--- src/rtl/pci_arbiter.sv ---
// PCI bus arbiter: round-robin grant over N_MASTERS with grant timeout and optional parking (ARB_PARK_EN).
// Latency: request-to-grant 1 cycle from IDLE/TURN; one all-high turnaround cycle between owners.
// Backpressure: none; GNT is held until FRAME/IRDY show an idle bus, REQ is withdrawn, or the timeout expires.
module pci_arbiter #(
  parameter int N_MASTERS   = 4,
  parameter int GNT_TIMEOUT = 16,
  parameter int PARK_ID     = 0
) (
  input  logic                         CLK,
  input  logic                         RST,
  input  logic [N_MASTERS-1:0]         REQ,
  input  logic                         FRAME,
  input  logic                         IRDY,
  output logic [N_MASTERS-1:0]         GNT,
  output logic [$clog2(N_MASTERS)-1:0] OWNER,
  output logic                         BUS_BUSY,
  output logic                         TIMEOUT
);

  localparam int OW = $clog2(N_MASTERS);
  localparam logic [OW-1:0] PARK_OW  = OW'(PARK_ID);
  localparam logic [OW-1:0] RST_OWN  = OW'(N_MASTERS - 1);
  localparam logic [7:0]    TMO_LAST = 8'(GNT_TIMEOUT - 1);

  typedef enum logic [2:0] {IDLE, GRANT, BUSY, TURN, PARK} state_t;

  state_t        state;
  logic [7:0]    wait_cnt;
  logic [OW-1:0] winner;
  logic          any_req;

  // Active-low one-hot grant vector for a master index.
  function automatic logic [N_MASTERS-1:0] gnt_for(input logic [OW-1:0] idx);
    logic [N_MASTERS-1:0] v;
    v      = '1;
    v[idx] = 1'b0;
    return v;
  endfunction

  // Round-robin search starting just after the current owner, wrapping around.
  always_comb begin
    int  idx;
    logic found;
    winner  = OWNER;
    found   = 1'b0;
    any_req = ~&REQ;
    for (int i = 1; i <= N_MASTERS; i++) begin
      idx = int'(OWNER) + i;
      if (idx >= N_MASTERS) idx = idx - N_MASTERS;
      if (!found && !REQ[idx]) begin
        winner = OW'(idx);
        found  = 1'b1;
      end
    end
  end

  // Arbitration FSM with registered grant, owner and status outputs.
  always_ff @(posedge CLK) begin
    if (RST) begin
      state    <= IDLE;
      GNT      <= '1;
      OWNER    <= RST_OWN;
      BUS_BUSY <= 1'b0;
      TIMEOUT  <= 1'b0;
      wait_cnt <= '0;
    end else begin
      TIMEOUT  <= 1'b0;
      BUS_BUSY <= 1'b0;
      case (state)
        // TURN arbitrates on its exit edge so only one all-high cycle separates grants.
        IDLE, TURN: begin
          if (any_req) begin
            state    <= GRANT;
            GNT      <= gnt_for(winner);
            OWNER    <= winner;
            wait_cnt <= '0;
          end else begin
            GNT   <= '1;
            state <= IDLE;
`ifdef ARB_PARK_EN
            if (state == IDLE) begin
              state <= PARK;
              GNT   <= gnt_for(PARK_OW);
              OWNER <= PARK_OW;
            end
`endif
          end
        end
        GRANT: begin
          if (!FRAME) begin
            state    <= BUSY;
            BUS_BUSY <= 1'b1;
            wait_cnt <= '0;
          end else if (REQ[OWNER]) begin
            state <= TURN;
            GNT   <= '1;
          end else if (wait_cnt == TMO_LAST) begin
            state   <= TURN;
            GNT     <= '1;
            TIMEOUT <= 1'b1;
          end else if (wait_cnt != 8'hFF) begin
            wait_cnt <= wait_cnt + 8'd1;
          end
        end
        BUSY: begin
          if (FRAME && IRDY) begin
            state <= TURN;
            GNT   <= '1;
          end else begin
            BUS_BUSY <= 1'b1;
          end
        end
        // Parked master keeps its grant; its own request is a direct GRANT.
        PARK: begin
          if (!FRAME) begin
            state    <= BUSY;
            BUS_BUSY <= 1'b1;
            wait_cnt <= '0;
          end else if (!REQ[PARK_OW]) begin
            state    <= GRANT;
            wait_cnt <= '0;
          end else if (any_req) begin
            state <= TURN;
            GNT   <= '1;
          end
        end
        default: begin
          state <= IDLE;
          GNT   <= '1;
        end
      endcase
    end
  end

endmodule

--- config.mk ---
export PLATFORM = sky130hd
export DESIGN_NAME = pci_arbiter
export DESIGN_NICKNAME = d
export VERILOG_FILES = /design/src/rtl/pci_arbiter.sv
export SDC_FILE = /design/constraint.sdc
export NUM_CORES = 1
export LEC_CHECK = 0
export CAP_MARGIN = 20
export CORE_MARGIN = 2
export CORE_UTILIZATION = 40
export CTS_CLUSTER_DIAMETER = 80
export CTS_CLUSTER_SIZE = 12
export DETAILED_ROUTE_END_ITERATION = 8
export SLEW_MARGIN = 20
export SYNTH_ARGS = -nofsm -noshare
export SYNTH_HDL_FRONTEND = slang
export SYNTH_SLANG_ARGS = --single-unit
--- constraint.sdc ---
create_clock -name CLK -period 2.05 [get_ports CLK]
set_input_delay 0.3075 -clock CLK [delete_from_list [all_inputs] [get_ports CLK]]
set_output_delay 0.3075 -clock CLK [all_outputs]
set_load 0.005 [all_outputs]
* Word level (Yosys, flattened, before mapping)
Index checks and enable logic that the tools add are counted.
Storage, ports and cells: register bits 19, input bits 8, output and inout bits 8, logic and storage cells 126
Cells by class: add/subtract/negate cells 9, magnitude comparators 11, equality and inequality tests 19, multiplexer cells 57, bitwise operators 4, reduce and logical (&&, ||, !) cells 20
Operators with widths (number):
- less-than comparator 32 x 4 -> 1 bit, second input constant | 4
- 2-to-1 mux 32 bit | 4
- 2-to-1 mux 8 bit | 7
- 2-to-1 mux 4 bit | 8
- case mux 8 bit (3 select lines) | 1
- 2-to-1 mux 3 bit | 7
- 2-to-1 mux 1 bit | 17
- case mux 4 bit (4 select lines) | 1
- != test 3 bit, second input constant | 5
- != test 2 bit, second input constant | 6
- case mux 3 bit (4 select lines) | 1
- AND reduction 6 bit | 2
- subtractor 3 x 3 -> 4 bit, second input constant | 3
- binary-select mux 1 bit (select 2 bit) | 5
- greater-or-equal comparator 3 bit, second input constant | 3
- adder 8 x 1 -> 8 bit, second input constant | 1
- == test 8 x 4 -> 1 bit, second input constant | 1
- 2-to-1 mux 2 bit | 4
- != test 4 bit, second input constant | 2
- != test 8 bit, second input constant | 1
- adder 2 x 2 -> 3 bit, second input constant | 2
- == test 3 x 2 -> 1 bit, second input constant | 2
- less-than comparator 2 x 3 -> 1 bit, second input constant | 2
- logical AND 1 bit | 5
- 19 further kinds | 26

* Depth between registers and ports, before layout
depth in word-level cells 22, depth in mapped cells 8

* Worst setup path before layout
Ideal clock, no wire load.
kind register -> register, from register OWNER[1], to register wait_cnt[4], arrival 1.829 ns, required time 1.977 ns, setup slack 0.149 ns, stages on the path, launching flop included 7, buffers on the path 2, period minus slack after synthesis 1.901 ns, path through dfxtp_1 -> buf_6 -> mux4_2 -> a211o_1 -> buf_6 -> or3_1 -> a21oi_1
Between the ends: word-level cells in the longest chain between the ends 4
Ends and longest elaborated chain:
- start: declaration | line 15 | output logic [$clog2(N_MASTERS)-1:0] OWNER,
- start signal: assignment | line 75 | OWNER <= winner;
- binary-select mux 1 bit (select 2 bit) | line 94 | end else if (REQ[OWNER]) begin
- 2-to-1 mux 1 bit (implied by the code) | line 94
- != test 3 bit (no source line)
- AND reduction 6 bit (no source line)
- end signal: assignment | line 102 | wait_cnt <= wait_cnt + 8'd1;
- end: declaration | line 28 | logic [7:0] wait_cnt;
No other way between the ends. The select of a mux whose other input is x is not followed. A chain may end at the register's enable or synchronous reset.

* Worst setup path after layout
from register wait_cnt[7], to register state[0]
Between the ends: word-level cells in the longest chain between the ends 3
Ends and longest elaborated chain:
- == test 8 x 4 -> 1 bit | line 97 | end else if (wait_cnt == TMO_LAST) begin
- != test 4 bit (no source line)
- AND reduction 3 bit (no source line)
- end signal: assignment | line 95 | state <= TURN;
- end signal: assignment | line 98 | state <= TURN;
- end signal: assignment | line 107 | state <= TURN;
- end: declaration | line 27 | state_t state;
No other way between the ends.

==> metrics.yaml <==
antenna_cells: 0
cts_setup_buffers: 0
syn_area_sq_um: 961
syn_inst: 115
placed_area_sq_um: 1230
die_w_microns: 53.0
grt_pass1_vias: 858
cts_buffer_depth: 2
std_cell_rows: 17
powerDensity_nw_per_um2: 1100
min_path_type: "reg2reg"
fillers: 207
wl_mm: 2.22
arrival_ns: 2.12
status: "complete, no violations"
hpwl_mm: 1.65
total_power_mw: 1.40
cp-end-kind: "register"
power_leakage_nw: 0.499
yosys_warnings: 0
io_pins: 16
setup_viol: 0
drt-initial-drc-count: 30
relSlewSlack_pct: 76.7
vias_per_cell: 5.52
nNetsFinal: 158
hold_buffers: 0
core_area_sq_um: 2230
grt_start_max_net_pins: 12
ant_nets: 0
die_area_sq_um: 2810
critPathSlowestCell: "or4_1"
fin_skew_ns: 0.00886
first_pass_iters: 4
cts-htree-levels: 1
fmax_mhz: 517
grt_pass1_wl_mm: 3.57
gp_congestion: 0.822
ys_types: 35
grt_overflow_total: 0
slew_violations: 0
wl_per_cell_microns: 12.8
cap_violations: 0
syn_to_final_growth_pct: 32.3
worst_skew_pair.late_latency_ns: 0.29
cts_tree: "done"
cts_resized: 0
hold_path_depth: 1
clkTransAtPathRegs_ns: 0.11
cp_top_family: "simple AND/OR/NAND/NOR gates"
hold_viol: 0
synth_nets: 126
cp.buffers_inverters: 0
critical_path_peak_fanout: 4
grt_usage_pct: 17.2
cp.required_ns: 2.24
die_h_microns: 53.0
finalInstanceArea_sq_um: 1270
tns_ns: 0
cts.sinks: 18
ir_worst_vdd_mv: 0.572
cp_cell_sequence: "or4_1, or2_1, a32oi_2, nor2_1, a311oi_1"
yosysSeqAreaShare_pct: 37.5
drc: 0
cpPeakStageDelay_ns: 0.55
avgSynthCellArea_sq_um: 8.36
path_depth: 5
vias: 955
final.period_utilization_pct: 94.4
start_kind: "register"
final_util_pct: 56.9
ys_ff_latch: 18
fin_crit_ns: 1.94
antenna_found_initial: 0
port_buffers: 15
path_class: "reg2reg"
cts-root-buf: "clkbuf_4"
initial_core_util_pct: 43.0
cts_inserted_buffers: 3
worst_pin_slew_ns: 0.347
layout-drive-gt1-share_pct: 15.2
rr_worst_depth: 5
==> Yosys cell counts, drive strengths merged <==
master | instances | area (sq um)
a211o | 1 | 8.76
a211oi | 2 | 15.0
a21oi | 10 | 50.1
a221o | 1 | 10.0
a22o | 1 | 8.76
a22oi | 1 | 7.51
a311oi | 1 | 8.76
a31oi | 2 | 18.8
a32oi | 1 | 8.76
a41oi | 2 | 17.5
and2 | 2 | 12.5
and3 | 2 | 12.5
buf | 2 | 22.5
clkbuf | 1 | 3.75
dfxtp | 18 | 360
ha | 3 | 37.5
inv | 9 | 33.8
mux2 | 1 | 11.3
mux2i | 2 | 20.0
mux4 | 1 | 22.5
nand2 | 5 | 18.8
nand2b | 1 | 6.26
nand3 | 3 | 15.0
nand4 | 5 | 31.3
nand4b | 1 | 8.76
nor2 | 11 | 41.3
nor3 | 5 | 25.0
o21ai | 10 | 50.1
o22ai | 1 | 6.26
o31a | 1 | 8.76
o31ai | 1 | 7.51
or2 | 1 | 6.26
or3 | 6 | 37.5
or4 | 1 | 7.51
==> registers in the layout, summed over array words and instances, names as in the netlist <==
| register | count |
|---|---|
| OWNER | 2 |
| BUS_BUSY | 1 |
| wait_cnt | 8 |
| state | 2 |
| TIMEOUT | 1 |
| GNT | 4 |
==> per-stage QoR <==
stage,hold WS [ns],setup slack [ns],cells
global route,0.517,-0.0106,173
finish,0.485,0.115,173
global placement,0.464,-0.111,170
floorplan,0.432,0.149,115
detailed placement,0.468,-0.147,170
CTS,0.493,0.0804,173
==> final cells by class <==
type                    count  area (sq um)  share of cell area [%]
clock buffers               3          22.5                    1.77
inverters                   9          33.8                    2.66
multi-input cells          85           557                    43.8
flip-flops and latches     18           360                    28.3
well taps                  28          35.0                    2.76
repair buffers             30           263                    20.7
==> final timing paths <==
kind                                  start        to  slack, ns
worst min-delay path                 GNT[3]    GNT[3]       0.48
worst min register to register       GNT[3]    GNT[3]       0.48
worst max-delay path            wait_cnt[7]  state[0]       0.11
worst max register to register  wait_cnt[7]  state[0]       0.11
==> cell families after synthesis <==
kind of cell,share of synthesized area (%)
AO/OA/AOI/OAI,23.6
adder cells (fa/ha/maj),3.91
buffers and inverters,6.25
flip-flops,37.5
multiplexers,5.60
AND/OR/NAND/NOR,23.2
==> cells in the final DEF, fill, tap and decap left out, types with 3 or more instances in the layout <==
cell type,Yosys,layout
nor3_1,5,5
or3_1,6,6
nand3_1,3,3
dfxtp_1,18,18
nand2_1,5,5
inv_1,9,9
clkdlybuf4s50_1,0,15
nor2_1,11,11
ha_1,3,3
nand4_1,5,5
o21ai_0,10,10
buf_4,0,15
clkbuf_4,0,3
a21oi_1,10,10
==> worst reg2reg max path, cell delays in order, from the launching register on <==
cell and delay (ns):
dfxtp_1 0.34, or4_1 0.55, or2_1 0.32, a32oi_2 0.29, nor2_1 0.07, a311oi_1 0.26
==> routing by layer <==
layer | GRT usage (%) | vias up | wire length, microns
li1 | - | 489 | -
met1 | 23.5 | 444 | 1130
met2 | 27.1 | 20 | 996
met3 | 2.54 | 2 | 80
met4 | 6.41 | 0 | 17
met5 | 0 | - | 0
==> power by group <==
| part | internal (mW) | total (mW) | switching (mW) |
|---|---|---|---|
| Combinational | 0.374 | 0.768 | 0.395 |
| Clock | 0.0681 | 0.174 | 0.106 |
| Sequential | 0.417 | 0.462 | 0.0448 |
| Total | 0.859 | 1.40 | 0.545 |
No activity file was read; power rests on OpenSTA's default activity.
